`src/rtl/prog_loader_if.sv`:
```
// Byte-stream interface feeding the program loader.
//   byte_in    : stream data byte
//   byte_valid : source has a byte on byte_in
//   byte_ready : loader will take the byte at the next posedge
// Handshake: a byte moves on a posedge where byte_valid && byte_ready are both 1.
//   The source holds byte_in stable while byte_valid is 1 and not yet taken.
//   byte_ready does not depend on byte_valid.
// Modports: master = byte source, slave = loader.
interface prog_loader_if;
  logic [7:0] byte_in;
  logic       byte_valid;
  logic       byte_ready;

  modport master (output byte_in, output byte_valid, input byte_ready);
  modport slave  (input byte_in, input byte_valid, output byte_ready);
endinterface

```
`src/rtl/prog_loader.sv`:
```
// Boot-time program loader. Receives a framed byte stream
//   CNT_H, CNT_L, N*NBYTES data bytes (MSB byte first per word), CHK
// writes N words to instruction memory at addresses 0..N-1 and keeps the
// core in reset until the whole image has arrived with a matching checksum.
// Ports:
//   clk, rst (sync, active-low) : clock and reset
//   start                       : pulse to begin a load (IDLE/DONE/ERR only)
//   bs                          : byte stream (slave side)
//   wr_en/wr_addr/wr_data       : instruction memory write port
//   core_rst                    : active-high core reset, low only in DONE
//   busy/done/err               : load status
//   dbg_state                   : current FSM state, for observation
module prog_loader #(
  parameter int NBINST = 16,
  parameter int MINSTW = 9,
  parameter int NWORDS = 512,
  localparam int NBYTES = (NBINST + 7) / 8
) (
  input  logic              clk,
  input  logic              rst,
  input  logic              start,
  prog_loader_if.slave      bs,
  output logic              wr_en,
  output logic [MINSTW-1:0] wr_addr,
  output logic [NBINST-1:0] wr_data,
  output logic              core_rst,
  output logic              busy,
  output logic              done,
  output logic              err,
  output logic [2:0]        dbg_state
);

  localparam int SW  = 8 * NBYTES;
  localparam int BIW = (NBYTES > 1) ? $clog2(NBYTES) : 1;
  localparam logic [15:0] NW16 = 16'(NWORDS);

  typedef enum logic [2:0] {
    S_IDLE = 3'd0,
    S_HDR0 = 3'd1,
    S_HDR1 = 3'd2,
    S_DATA = 3'd3,
    S_CHK  = 3'd4,
    S_DONE = 3'd5,
    S_ERR  = 3'd6
  } state_t;

  state_t            state_q, state_d;
  logic [15:0]       cnt_q, cnt_d;
  logic [15:0]       widx_q, widx_d;
  logic [BIW-1:0]    bidx_q, bidx_d;
  logic [SW-1:0]     shift_q, shift_d;
  logic [7:0]        sum_q, sum_d;
  logic              wr_en_q, wr_en_d;
  logic [MINSTW-1:0] wr_addr_q, wr_addr_d;
  logic [NBINST-1:0] wr_data_q, wr_data_d;
  logic              act_q, done_q, err_q, core_rst_q;

  logic        xfer;
  logic [15:0] n_w;
  logic        last_byte;
  logic        last_word;

  // act_q is the registered byte_ready, so xfer needs no combinational path
  // from byte_valid back to byte_ready.
  assign xfer      = act_q & bs.byte_valid;
  assign n_w       = {cnt_q[15:8], bs.byte_in};
  assign last_byte = (bidx_q == BIW'(NBYTES - 1));
  assign last_word = (widx_q == (cnt_q - 16'd1));

  always_comb begin
    state_d   = state_q;
    cnt_d     = cnt_q;
    widx_d    = widx_q;
    bidx_d    = bidx_q;
    shift_d   = shift_q;
    sum_d     = sum_q;
    wr_en_d   = 1'b0;
    wr_addr_d = wr_addr_q;
    wr_data_d = wr_data_q;
    case (state_q)
      S_IDLE, S_DONE, S_ERR: begin
        if (start) begin
          state_d = S_HDR0;
          cnt_d   = '0;
          widx_d  = '0;
          bidx_d  = '0;
          shift_d = '0;
          sum_d   = '0;
        end
      end
      S_HDR0: begin
        if (xfer) begin
          cnt_d   = {bs.byte_in, 8'h00};
          sum_d   = sum_q + bs.byte_in;
          state_d = S_HDR1;
        end
      end
      S_HDR1: begin
        if (xfer) begin
          cnt_d = n_w;
          sum_d = sum_q + bs.byte_in;
          if (n_w > NW16)       state_d = S_ERR;
          else if (n_w == 16'd0) state_d = S_CHK;
          else                   state_d = S_DATA;
        end
      end
      S_DATA: begin
        if (xfer) begin
          sum_d   = sum_q + bs.byte_in;
          shift_d = (shift_q << 8) | SW'(bs.byte_in);
          if (last_byte) begin
            // Word complete: write strobe appears in the following cycle.
            bidx_d    = '0;
            wr_en_d   = 1'b1;
            wr_addr_d = widx_q[MINSTW-1:0];
            wr_data_d = shift_d[NBINST-1:0];
            widx_d    = widx_q + 16'd1;
            if (last_word) state_d = S_CHK;
          end else begin
            bidx_d = bidx_q + 1'b1;
          end
        end
      end
      S_CHK: begin
        if (xfer) state_d = (bs.byte_in == sum_q) ? S_DONE : S_ERR;
      end
      default: state_d = S_IDLE;
    endcase
  end

  always_ff @(posedge clk) begin
    if (!rst) begin
      state_q    <= S_IDLE;
      cnt_q      <= '0;
      widx_q     <= '0;
      bidx_q     <= '0;
      shift_q    <= '0;
      sum_q      <= '0;
      wr_en_q    <= 1'b0;
      wr_addr_q  <= '0;
      wr_data_q  <= '0;
      act_q      <= 1'b0;
      done_q     <= 1'b0;
      err_q      <= 1'b0;
      core_rst_q <= 1'b1;
    end else begin
      state_q    <= state_d;
      cnt_q      <= cnt_d;
      widx_q     <= widx_d;
      bidx_q     <= bidx_d;
      shift_q    <= shift_d;
      sum_q      <= sum_d;
      wr_en_q    <= wr_en_d;
      wr_addr_q  <= wr_addr_d;
      wr_data_q  <= wr_data_d;
      // Status flops load from the next state so they move together with it.
      act_q      <= (state_d == S_HDR0) || (state_d == S_HDR1) ||
                    (state_d == S_DATA) || (state_d == S_CHK);
      done_q     <= (state_d == S_DONE);
      err_q      <= (state_d == S_ERR);
      core_rst_q <= (state_d != S_DONE);
    end
  end

  assign bs.byte_ready = act_q;
  assign busy          = act_q;
  assign done          = done_q;
  assign err           = err_q;
  assign core_rst      = core_rst_q;
  assign wr_en         = wr_en_q;
  assign wr_addr       = wr_addr_q;
  assign wr_data       = wr_data_q;
  assign dbg_state     = state_q;

endmodule

```
`src/flat_wrapper.sv`:
```
// flat-port wrapper written by rule: the top's interface ports become plain ports
module prog_loader_flat 
#(
  parameter int NBINST = 16,
  parameter int MINSTW = 9,
  parameter int NWORDS = 512,
  localparam int NBYTES = (NBINST + 7) / 8
)
  (clk, rst, start, wr_en, wr_addr, wr_data, core_rst, busy, done, err, dbg_state, bs_byte_in, bs_byte_valid, bs_byte_ready);
  prog_loader_if bs_i ();
  input  logic clk;
  input  logic rst;
  input  logic start;
  output logic wr_en;
  output logic [MINSTW-1:0] wr_addr;
  output logic [NBINST-1:0] wr_data;
  output logic core_rst;
  output logic busy;
  output logic done;
  output logic err;
  output logic [2:0] dbg_state;
  input wire logic [$bits(bs_i.byte_in)-1:0] bs_byte_in;
  input wire logic [$bits(bs_i.byte_valid)-1:0] bs_byte_valid;
  output wire logic [$bits(bs_i.byte_ready)-1:0] bs_byte_ready;
  assign bs_i.byte_in = bs_byte_in;
  assign bs_i.byte_valid = bs_byte_valid;
  assign bs_byte_ready = bs_i.byte_ready;
  prog_loader #(.NBINST(NBINST), .MINSTW(MINSTW), .NWORDS(NWORDS)) u_core (.clk(clk), .rst(rst), .start(start), .bs(bs_i), .wr_en(wr_en), .wr_addr(wr_addr), .wr_data(wr_data), .core_rst(core_rst), .busy(busy), .done(done), .err(err), .dbg_state(dbg_state));
endmodule
```
`config.mk`:
```
export PLATFORM = sky130hd
export DESIGN_NAME = prog_loader_flat
export DESIGN_NICKNAME = d
export VERILOG_FILES = /design/src/rtl/prog_loader_if.sv /design/src/rtl/prog_loader.sv /design/src/flat_wrapper.sv
export SDC_FILE = /design/constraint.sdc
export NUM_CORES = 1
export LEC_CHECK = 0
export ABC_AREA = 1
export BUFFER_PORTS_ARGS = -buffer_cell sky130_fd_sc_hd__buf_4
export CAP_MARGIN = 20
export CORE_AREA = 2 2 73 102
export CTS_CLUSTER_SIZE = 25
export DETAILED_ROUTE_END_ITERATION = 10
export DIE_AREA = 0 0 75 104
export PLACE_DENSITY = 0.87
export SYNTH_ARGS = -nofsm -noshare
export SYNTH_HDL_FRONTEND = slang
export SYNTH_SLANG_ARGS = --single-unit
export TNS_END_PERCENT = 10
```
`constraint.sdc`:
```
create_clock -name clk -period 5.7 [get_ports clk]
set_input_delay 0.855 -clock clk [delete_from_list [all_inputs] [get_ports clk]]
set_output_delay 0.855 -clock clk [all_outputs]
set_load 0.05 [all_outputs]
```
==> flow_summary.toml <==
[cells_and_area]
final_cell_mix = "nand2_1 (135), dfxtp_1 (82), nor2_1 (68)"
nets = 668
instances_no_fill = 746
filler_cell_count = 583
diodes = 0
area_delta_synth_final_pct = 14.5
drive_gt1_share_pct = 13.7
final_common_cell = "nand2_1"
utilization_pct = 70.3

[grt]
use_met3_pct = 6.98
busiest_layer = "met2"
grt_pass1_vias = 3976
grt_max_degree = 53
grt_first_pass_wirelength_um = 17800
grt_antenna_before_repair = 0
gr-usage-all-layers_pct = 29.2
overflow = 0
grtUsageMet2_pct = 47.6
grtUsageMet1_pct = 33.7

[sta]
finalHoldViolCount = 0
fin_tns_setup_ns = 0
maxSlewViolCount = 0
max_freq_mhz = 427
fin_skew_ns = 0.0110
rsz0062_at_grt = "no"
setup_violations = 0
fin_crit_sh_pct = 41.1
maxSlewHeadroom_pct = 34.3
post-route-min-period_ns = 2.34
whs_ns = 0.464
setup_slack_ns = 3.36
tightest_slew_ns = 0.984

[synth]
synth-async-reset-ratio_pct = 0
synthXorXnorAreaFrac_pct = 2.69
avgSynthCellArea_um2 = 6.99
syn-cell-area_um2 = 4230
synth_top_family_by_area = "simple AND/OR/NAND/NOR gates"
syn_nets = 627
syn_inst = 605
muxShareOfSynthArea_pct = 0
synth-compound-area-share_pct = 17.8
synth_top_area_share_pct = 38.8
synth_area_leaders = "dfxtp_1 (39%), nand2_1 (12%), a21oi_1 (7.8%)"
synth_cell_types = 41
synth_seq_cells = 82
synthFlopType = "dfxtp_1"
yosys.area.top_type = "dfxtp_1"
synth-adder-area-share_pct = 3.14
synth-edff-count = 0
yosys.area_share.simple_pct = 29.6
ys_seq_area_share_pct = 38.8
synth_warnings = 0

[setup_path]
crit_required_ns = 6.00
critical_path_class = "register to register"
path_max_fanout = 5
cp_common_cell = "nand2_1"
slowest_delay_ns = 0.32
critPathCaptureType = "register"
r2r_start = "u_core.cnt_q[1]"
start_kind = "register"
worstPathCellList = "inv_1 > ha_1 > nand3_1 > nor2_1 > nand2_1 > nand2_1 > nand2_1 > nor2_1 > nand2_1 > nor2_1 > nand3_1 > nand2_1 > and2_1 > nand2_1 > nor2_1"
critPathSlowestCell = "dfxtp_1"
crit_arrival_ns = 2.65
crit_path_start = "u_core.cnt_q[1]"

[detailed_routing]
drt_iter0_drc = 254
vias = 4130
drc = 0
ant_nets = 0
drt-wirelength-per-cell_um = 14.3
drt_pass1_iterations = 4
drt-total-wl_um = 10700
vias_per_cell = 5.54

[floorplanning]
start_util_pct = 61.4
die_area_um2 = 7800
rows = 36
coreArea_um2 = 6890
die_w_um = 75
fp.dieH_um = 104
io_pins = 46

[placed_design]
dp.final_hpwl_um = 7870
placedCellCount = 730
portBuffers = 45
place_congestion = 0.914
pre_cts_slack_ns = 3.02

[cts]
clk_path_buf_depth = 2
cts_tree = "built"
numCtsBuffers = 9
root_buffer = "clkbuf_8"
htreeDepth = 3
ctsHoldBuffers = 0
cts_setup_buffers = 0
cts_resized = 0
clock_latency_ns = 0.37
cts_num_sinks = 82
path_clk_slew_ns = 0.10

[flow_run]
drv_cap = 0

[power_and_ir_drop]
ir_drop_mv = 0.244
power_density_nw_per_um2 = 296
power.leakage_nw = 2.23

[worst_hold_path]
hp-start = "u_core.shift_q[3]"
min_path_type = "register to register"

[status]
status = "complete, no violations"
-- final timing paths --
kind,to,slack [ns],cells after the start
hold reg to reg,u_core.wr_data[11],0.46,2
setup / recovery,u_core.err,3.36,15
hold / removal,u_core.wr_data[11],0.46,2
setup reg to reg,u_core.err,3.36,15
-- final cells by class --
| type | count | area, um^2 | share of cell area [%] |
|---|---|---|---|
| timing repair buffer | 47 | 353 | 7.29 |
| multi-input combinational | 435 | 2250 | 46.5 |
| clock inverter | 6 | 72.6 | 1.50 |
| tap | 95 | 119 | 2.45 |
| sequential | 82 | 1640 | 33.9 |
| inverter | 71 | 267 | 5.50 |
| clock buffer | 10 | 138 | 2.84 |
-- logic make-up (layout without fill, tap and decap cells) --
group                    Yosys count  after routing
adder cells (fa/ha/maj)           10             10
flip-flops                        82             82
AND/OR/NAND/NOR                  278            278
XOR/XNOR                          13             13
AO/OA/AOI/OAI                    134            134
buffers and inverters             88            134
-- metrics by stage --
| stage | instance area (um^2) | power [mW] |
|---|---|---|
| after floorplan | 4230 | 0.904 |
| after global placement | 4630 | 0.980 |
| after detailed placement | 4630 | 0.986 |
| after CTS | 4840 | 1.43 |
| after global routing | 4840 | 1.51 |
| final | 4840 | 1.43 |
-- cell usage after synthesis, types with 2 or more instances --
| cell type | count |
|---|---|
| clkbuf_1 | 14 |
| dfxtp_1 | 82 |
| ha_1 | 9 |
| nand4_1 | 8 |
| xnor2_1 | 4 |
| buf_4 | 2 |
| nand3b_1 | 7 |
| xor2_1 | 9 |
| clkinv_1 | 2 |
| inv_1 | 63 |
| nor2_2 | 3 |
| o21ai_1 | 5 |
| a211oi_1 | 9 |
| inv_2 | 6 |
| a21oi_1 | 66 |
| nor3_4 | 2 |
| a221oi_1 | 8 |
| o21ai_0 | 39 |
| nand2_4 | 3 |
| nor3_1 | 12 |
| nand3_1 | 27 |
| nor3_2 | 3 |
| nor2_1 | 69 |
| nand2_1 | 135 |
| nand2_2 | 2 |
-- flip-flops by register name, summed over array words and instances, names as in the netlist --
register	count
u_core.bidx_q	1
u_core.core_rst	1
u_core.dbg_state	3
u_core.wr_data	16
u_core.shift_q	8
u_core.sum_q	8
u_core.bs.byte_ready	1
u_core.widx_q	16
u_core.err	1
u_core.done	1
u_core.wr_addr	9
u_core.cnt_q	16
u_core.wr_en	1
-- metal layers --
layer  up-vias  share of wire (%)
met5         -                  0
met4         0                4.8
met3        48                5.0
met2       139                 50
met1      1864                 40
li1       2079                  -
-- power breakdown --
group          total, mW  switching [mW]  internal (mW)  leakage, nW
registers          0.622          0.0215          0.600        0.665
clock network      0.451           0.232          0.219        0.103
logic              0.359           0.244          0.115         1.46
-- critical path: cells and delay by family, from the launching register on --
| kind | cells | cell delay (ns) |
|---|---|---|
| adders and majority gates | 1 | 0.21 |
| buffers and inverters | 1 | 0.09 |
| DFF | 1 | 0.32 |
| and+or+nand+nor | 13 | 1.66 |
Note: power is estimated with default switching activity, not from simulation.
